==> src/rtl/kypd_entry_ctrl.sv <==
// kypd_entry_ctrl: scans a 4x4 PmodKYPD keypad, debounces whole scan frames,
// decodes one key per press and keeps a 3-digit BCD entry history plus the
// record-mode flag for the seven-segment display controller.
module kypd_entry_ctrl #(
  parameter int SCAN_DIV       = 100000,
  parameter int DEBOUNCE_SCANS = 4
) (
  input  logic       clk,
  input  logic       rst,
  input  logic [3:0] row,
  output logic [3:0] col,
  output logic [3:0] key_code,
  output logic       key_strobe,
  output logic [3:0] disp_val,
  output logic [3:0] disp_val2,
  output logic [3:0] disp_val3,
  output logic       is_record
);

  localparam int SW = (SCAN_DIV > 1) ? $clog2(SCAN_DIV) : 1;
  localparam int DW = $clog2(DEBOUNCE_SCANS + 1);
  localparam logic [SW-1:0] SCAN_LAST  = SW'(SCAN_DIV - 1);
  localparam logic [DW-1:0] DEB_TARGET = DW'(DEBOUNCE_SCANS);

  typedef enum logic {
    S_IDLE,
    S_PRESSED
  } state_t;

  // Key legend indexed by (row, column) of the physical keypad.
  function automatic logic [3:0] key_lut(input logic [1:0] r, input logic [1:0] c);
    logic [3:0] k;
    case ({r, c})
      4'h0: k = 4'h1;  4'h1: k = 4'h2;  4'h2: k = 4'h3;  4'h3: k = 4'hA;
      4'h4: k = 4'h4;  4'h5: k = 4'h5;  4'h6: k = 4'h6;  4'h7: k = 4'hB;
      4'h8: k = 4'h7;  4'h9: k = 4'h8;  4'hA: k = 4'h9;  4'hB: k = 4'hC;
      4'hC: k = 4'h0;  4'hD: k = 4'hF;  4'hE: k = 4'hE;  default: k = 4'hD;
    endcase
    return k;
  endfunction

  logic [3:0]    row_s1_q, row_s2_q;
  logic [SW-1:0] scan_cnt_q;
  logic [1:0]    col_idx_q;
  logic [1:0]    hit_cnt_q, hit_cnt_d;
  logic [3:0]    hit_key_q, hit_key_d;

  state_t        state_q, state_d;
  logic [DW-1:0] stable_cnt_q, stable_cnt_d;
  logic [DW-1:0] rel_cnt_q, rel_cnt_d;
  logic          prev_valid_q, prev_valid_d;
  logic [3:0]    prev_key_q, prev_key_d;
  logic [3:0]    key_code_q, key_code_d;
  logic          strobe_q, strobe_d;
  logic [3:0]    dig0_q, dig0_d, dig1_q, dig1_d, dig2_q, dig2_d;
  logic          rec_q, rec_d;

  logic          sample_now, frame_end;
  logic [2:0]    col_hits, frame_hits;
  logic [1:0]    col_row;
  logic [3:0]    cur_key;
  logic          res_valid;
  logic [3:0]    res_key;

  // Two-flop synchroniser for the asynchronous, active-low row lines.
  always_ff @(posedge clk) begin
    if (rst) begin
      row_s1_q <= 4'hF;
      row_s2_q <= 4'hF;
    end else begin
      row_s1_q <= row;
      row_s2_q <= row_s1_q;
    end
  end

  assign sample_now = (scan_cnt_q == SCAN_LAST);
  assign frame_end  = sample_now && (col_idx_q == 2'd3);
  assign col        = ~(4'b0001 << col_idx_q);

  // Column dwell counter; the driven column advances after each row sample.
  always_ff @(posedge clk) begin
    if (rst) begin
      scan_cnt_q <= '0;
      col_idx_q  <= 2'd0;
    end else if (sample_now) begin
      scan_cnt_q <= '0;
      col_idx_q  <= col_idx_q + 2'd1;
    end else begin
      scan_cnt_q <= scan_cnt_q + 1'b1;
    end
  end

  // Count low rows in the current column and locate the last one seen.
  always_comb begin
    col_hits = 3'd0;
    col_row  = 2'd0;
    for (int r = 0; r < 4; r++) begin
      if (!row_s2_q[r]) begin
        col_hits = col_hits + 3'd1;
        col_row  = 2'(r);
      end
    end
    cur_key    = key_lut(col_row, col_idx_q);
    frame_hits = {1'b0, hit_cnt_q} + col_hits;
    res_valid  = (frame_hits == 3'd1);
    res_key    = (col_hits == 3'd1) ? cur_key : hit_key_q;
    hit_cnt_d  = hit_cnt_q;
    hit_key_d  = hit_key_q;
    if (frame_end) begin
      hit_cnt_d = 2'd0;
      hit_key_d = 4'h0;
    end else if (sample_now) begin
      hit_cnt_d = (frame_hits >= 3'd2) ? 2'd2 : frame_hits[1:0];
      if (col_hits == 3'd1) hit_key_d = cur_key;
    end
  end

  // Per-frame accumulator of row-low hits (saturates at "ambiguous").
  always_ff @(posedge clk) begin
    if (rst) begin
      hit_cnt_q <= 2'd0;
      hit_key_q <= 4'h0;
    end else begin
      hit_cnt_q <= hit_cnt_d;
      hit_key_q <= hit_key_d;
    end
  end

  // Debounce next-state and accept action, evaluated only at frame end.
  always_comb begin
    state_d      = state_q;
    stable_cnt_d = stable_cnt_q;
    rel_cnt_d    = rel_cnt_q;
    prev_valid_d = prev_valid_q;
    prev_key_d   = prev_key_q;
    key_code_d   = key_code_q;
    strobe_d     = 1'b0;
    dig0_d       = dig0_q;
    dig1_d       = dig1_q;
    dig2_d       = dig2_q;
    rec_d        = rec_q;
    if (frame_end) begin
      prev_valid_d = res_valid;
      prev_key_d   = res_key;
      case (state_q)
        S_IDLE: begin
          if (res_valid) begin
            if (prev_valid_q && (prev_key_q == res_key)) stable_cnt_d = stable_cnt_q + 1'b1;
            else                                         stable_cnt_d = DW'(1);
            if (stable_cnt_d == DEB_TARGET) begin
              state_d      = S_PRESSED;
              stable_cnt_d = '0;
              rel_cnt_d    = '0;
              strobe_d     = 1'b1;
              key_code_d   = res_key;
              if (res_key <= 4'd9) begin
                dig2_d = dig1_q;
                dig1_d = dig0_q;
                dig0_d = res_key;
              end else if (res_key == 4'hC) begin
                dig0_d = 4'd0;
                dig1_d = 4'd0;
                dig2_d = 4'd0;
              end else if (res_key == 4'hF) begin
                rec_d = ~rec_q;
              end
            end
          end else begin
            stable_cnt_d = '0;
          end
        end
        default: begin
          if (!res_valid) begin
            rel_cnt_d = rel_cnt_q + 1'b1;
            if (rel_cnt_d == DEB_TARGET) begin
              state_d   = S_IDLE;
              rel_cnt_d = '0;
            end
          end else begin
            rel_cnt_d = '0;
          end
        end
      endcase
    end
  end

  // Debounce state and entry-history registers.
  always_ff @(posedge clk) begin
    if (rst) begin
      state_q      <= S_IDLE;
      stable_cnt_q <= '0;
      rel_cnt_q    <= '0;
      prev_valid_q <= 1'b0;
      prev_key_q   <= 4'h0;
      key_code_q   <= 4'h0;
      strobe_q     <= 1'b0;
      dig0_q       <= 4'h0;
      dig1_q       <= 4'h0;
      dig2_q       <= 4'h0;
      rec_q        <= 1'b0;
    end else begin
      state_q      <= state_d;
      stable_cnt_q <= stable_cnt_d;
      rel_cnt_q    <= rel_cnt_d;
      prev_valid_q <= prev_valid_d;
      prev_key_q   <= prev_key_d;
      key_code_q   <= key_code_d;
      strobe_q     <= strobe_d;
      dig0_q       <= dig0_d;
      dig1_q       <= dig1_d;
      dig2_q       <= dig2_d;
      rec_q        <= rec_d;
    end
  end

  assign key_code   = key_code_q;
  assign key_strobe = strobe_q;
  assign disp_val   = dig0_q;
  assign disp_val2  = dig1_q;
  assign disp_val3  = dig2_q;
  assign is_record  = rec_q;

endmodule

==> config.mk <==
export PLATFORM = sky130hd
export DESIGN_NAME = kypd_entry_ctrl
export DESIGN_NICKNAME = d
export VERILOG_FILES = /design/src/rtl/kypd_entry_ctrl.sv
export SDC_FILE = /design/constraint.sdc
export NUM_CORES = 1
export LEC_CHECK = 0
export CAP_MARGIN = 40
export CORE_MARGIN = 2
export CORE_UTILIZATION = 40
export CTS_BUF_LIST = sky130_fd_sc_hd__clkbuf_8
export DETAILED_ROUTE_END_ITERATION = 10
export DONT_BUFFER_PORTS = 1
export HOLD_SLACK_MARGIN = 0.08
export PLACE_DENSITY_LB_ADDON = 0.1
export SYNTH_ARGS = -nofsm -noshare
export SYNTH_HDL_FRONTEND = slang
export SYNTH_SLANG_ARGS = --single-unit
export TNS_END_PERCENT = 30
==> constraint.sdc <==
create_clock -name clk -period 4.3 [get_ports clk]
set_input_delay 0.43 -clock clk [delete_from_list [all_inputs] [get_ports clk]]
set_output_delay 0.43 -clock clk [all_outputs]
set_load 0.005 [all_outputs]
==> run summary, run 1 <==
status = complete, no violations
asr flop ratio synth = 0%
RD Place Congestion = 0.8215
Setup WS post-layout = 0.3567 ns
Yosys cell types = 50
CTS tree = yes
mapped cell area = 3080 um^2
Hold Vio Cnt, Final = 0
Synth Instances = 357
via/cell ratio = 5.234
largest net degree at the start of global routing = 46
PostCTS Resize Cnt = 0
CP Capture Type = flop
Least-Margin Pin Slew = 0.5852 ns
Post-DP Area = 3144 um^2
final std cells w/o fill = 458
Wirelength per Cell = 14.10 um
H-tree level count = 3
Slew Viols, Final = 0
Post-CTS Setup Inserts = 0
root buffer cell = clkbuf_8
EDFF count, synth = 0
CP required = 4.58 ns
I/O Pins = 28
Overflow after GRT = 0
CTS sink cnt = 63
Die Span Y = 91.76 um
first-pass GRT wire length = 10,950 um
worst-skew pair later-pin latency = 0.35 ns
data arrival time of the critical path = 4.22 ns
setup TNS = 0 ns
Layout Nets = 376
gr usage total = 16.43%
pre-CTS setup slack = 0.4028 ns
chip width = 91.76 um
P&R area growth vs syn = 8.367%
syn avg cell area = 8.629 um^2
clock skew = 0.007916 ns
vias in the first global route = 2,308
Achievable Freq = 253.6 MHz
drt initial violations = 110
initial antenna violation count = 0
DIE AREA = 8419 um^2
Syn Nets = 379
LEAKAGE = 1.236 nW
CTS clk-pin slew, worst paths = 0.07 ns
Final Setup Violations = 0
placed cells = 442
minimum clock period = 3.943 ns
flops & latches, synth = 63
PD cells = 345.9 nW/um^2
maximum vdd drop = 0.0001223 V
n_diodes = 0
WL final = 6459 um
detailed placement HPWL = 4590 um
CTS Buf Count = 9
Clock Tree Buf Depth = 2
Final period util = 91.70%
RSZ-0062 raised after global routing = no
Initial Util = 41.80%
post-route ant nets = 0
IO buf count = 0
startpoint types = flop
class of the worst hold path = primary input to flop
Ys Warns = 0
Rows = 31
Max FO, Critical Path = 11
Slew HR = 60.44%
Vias = 2,397
DRC errors left = 0
core area = 7370 um^2
Crit Path Category = flop to flop
Worst Hold Slack = 0.1540 ns
Post-CTS Hold Buffers = 0
Seq/Total Area, Yosys = 40.94%
Main synth FF type = dfxtp_1
DR pass1 iterations = 4
design area = 3338 um^2
layout cells sized above 1 = 10.31%
MaxCap Viol Count = 0
==> sequential cells by signal, indices dropped and copies added, names as in the netlist, 2 cells and up <==
signal	cells
scan_cnt_q	17
disp_val2	4
disp_val3	4
disp_val	4
hit_key_q	4
key_code	4
prev_key_q	4
row_s1_q	4
row_s2_q	4
rel_cnt_q	3
stable_cnt_q	3
col_idx_q	2
hit_cnt_q	2
==> routing by layer <==
| layer | GRT usage, % | up-vias | share of wire, % |
|---|---|---|---|
| met5 | 0 | - | 0 |
| met4 | 8.955 | 0 | 2.3 |
| met3 | 3.780 | 10 | 3.3 |
| met2 | 25.43 | 30 | 44 |
| met1 | 21.17 | 1119 | 50 |
| li1 | - | 1238 | - |
==> critical path, stage by stage (launching register included) <==
cell and delay [ns]:
dfxtp_1 0.41, inv_1 0.06, ha_1 0.36, xnor2_1 0.25
ha_1 0.25, xnor2_1 0.12, and3_1 0.17, o311a_1 0.41
mux2i_4 0.45, xor2_1 0.22, nand4_1 0.38, or4_1 0.63
a21oi_1 0.15
==> logic make-up (layout without fill, tap and decap cells) <==
logic type	count (synthesis)	count (layout)	synth area share [%]
adders and majority gates	16	16	6.743
DFF	63	63	40.94
AOI/OAI and AO/OA	64	64	13.89
and+or+nand+nor	142	142	22.54
buffers and inverters	42	44	5.849
xor gates and xnor gates	23	23	6.986
muxes	7	7	3.046
==> final timing paths <==
check | from | to | slack, ns | cells past startpoint
max | row_s2_q[1] | is_record | 0.36 | 12
min | rst | stable_cnt_q[1] | 0.15 | 1
max reg2reg | row_s2_q[1] | is_record | 0.36 | 12
min reg2reg | row_s1_q[3] | row_s2_q[3] | 0.40 | 1
==> metrics by stage <==
stage / utilization [%] / power (mW)
finish: 45.30 / 1.155
detailed placement: 42.67 / 0.6742
global placement: 42.67 / 0.6737
floorplan: - / 0.6663
global route: 45.30 / 1.203
CTS: 45.30 / 1.171
==> cells in the final DEF, fill, tap and decap left out, types with 5 or more instances in the layout <==
master,count
clkbuf_8,13
o21ai_0,7
and3_1,6
nor3_1,13
dfxtp_1,63
or2_2,9
xor2_1,11
nand3_1,17
a21oi_1,22
o32ai_1,7
xnor2_1,11
nand2_1,28
o22ai_1,5
a22oi_1,5
nor2_1,43
ha_1,15
inv_1,24
==> area by class of cell <==
type                            instances  area, um^2
Fill cell                             762        4031
Multi-Input combinational cell        252        1639
Sequential cell                        63        1261
Clock buffer                           13       178.9
Tap cell                               99       123.9
Inverter                               24       90.09
Timing Repair Buffer                    4       30.03
Clock inverter                          3       15.01
==> synthesized netlist by cell type (2+ instances only) <==
master    instances  area share, %
mux2_4            2           0.97
o32ai_1           7            2.0
nand3_1          17            2.8
nor4b_1           2           0.57
a22oi_1           5            1.2
or3_1             4           0.81
and4_1            3           0.85
a31oi_1           2           0.41
and3_1            6            1.2
ha_1             15            6.1
a21oi_1          22            3.6
nor2_1           43            5.2
a31o_2            2           0.57
or2_2             9            1.8
mux2i_1           3           0.97
inv_1            24            2.9
nand4_1           4           0.81
buf_6             2           0.73
clkbuf_1         12            1.5
nor2b_1           3           0.61
a211oi_1          2           0.49
xnor2_1          11            3.1
xor2_1           11            3.1
dfxtp_1          63             41
or4_1             2           0.49
o31ai_1           4           0.97
o22ai_1           5            1.0
nor3_1           13            2.1
and2_1            2           0.41
o21ai_0           7            1.1
buf_2             3           0.49
nand2_1          28            3.4
a32oi_1           2           0.57
==> power by group <==
part           switching [mW]  internal (mW)
registers             0.00607          0.589
logic                  0.0386         0.0270
clock network           0.225          0.269
total                   0.269          0.885
No activity file was read; power rests on OpenSTA's default activity.
==> run 2, diff against run 1 <==
- SKIP_CTS_REPAIR_TIMING: default -> 1
==> results of run 2 <==
Final layout, timing and power as in run 1 (identical DEF).
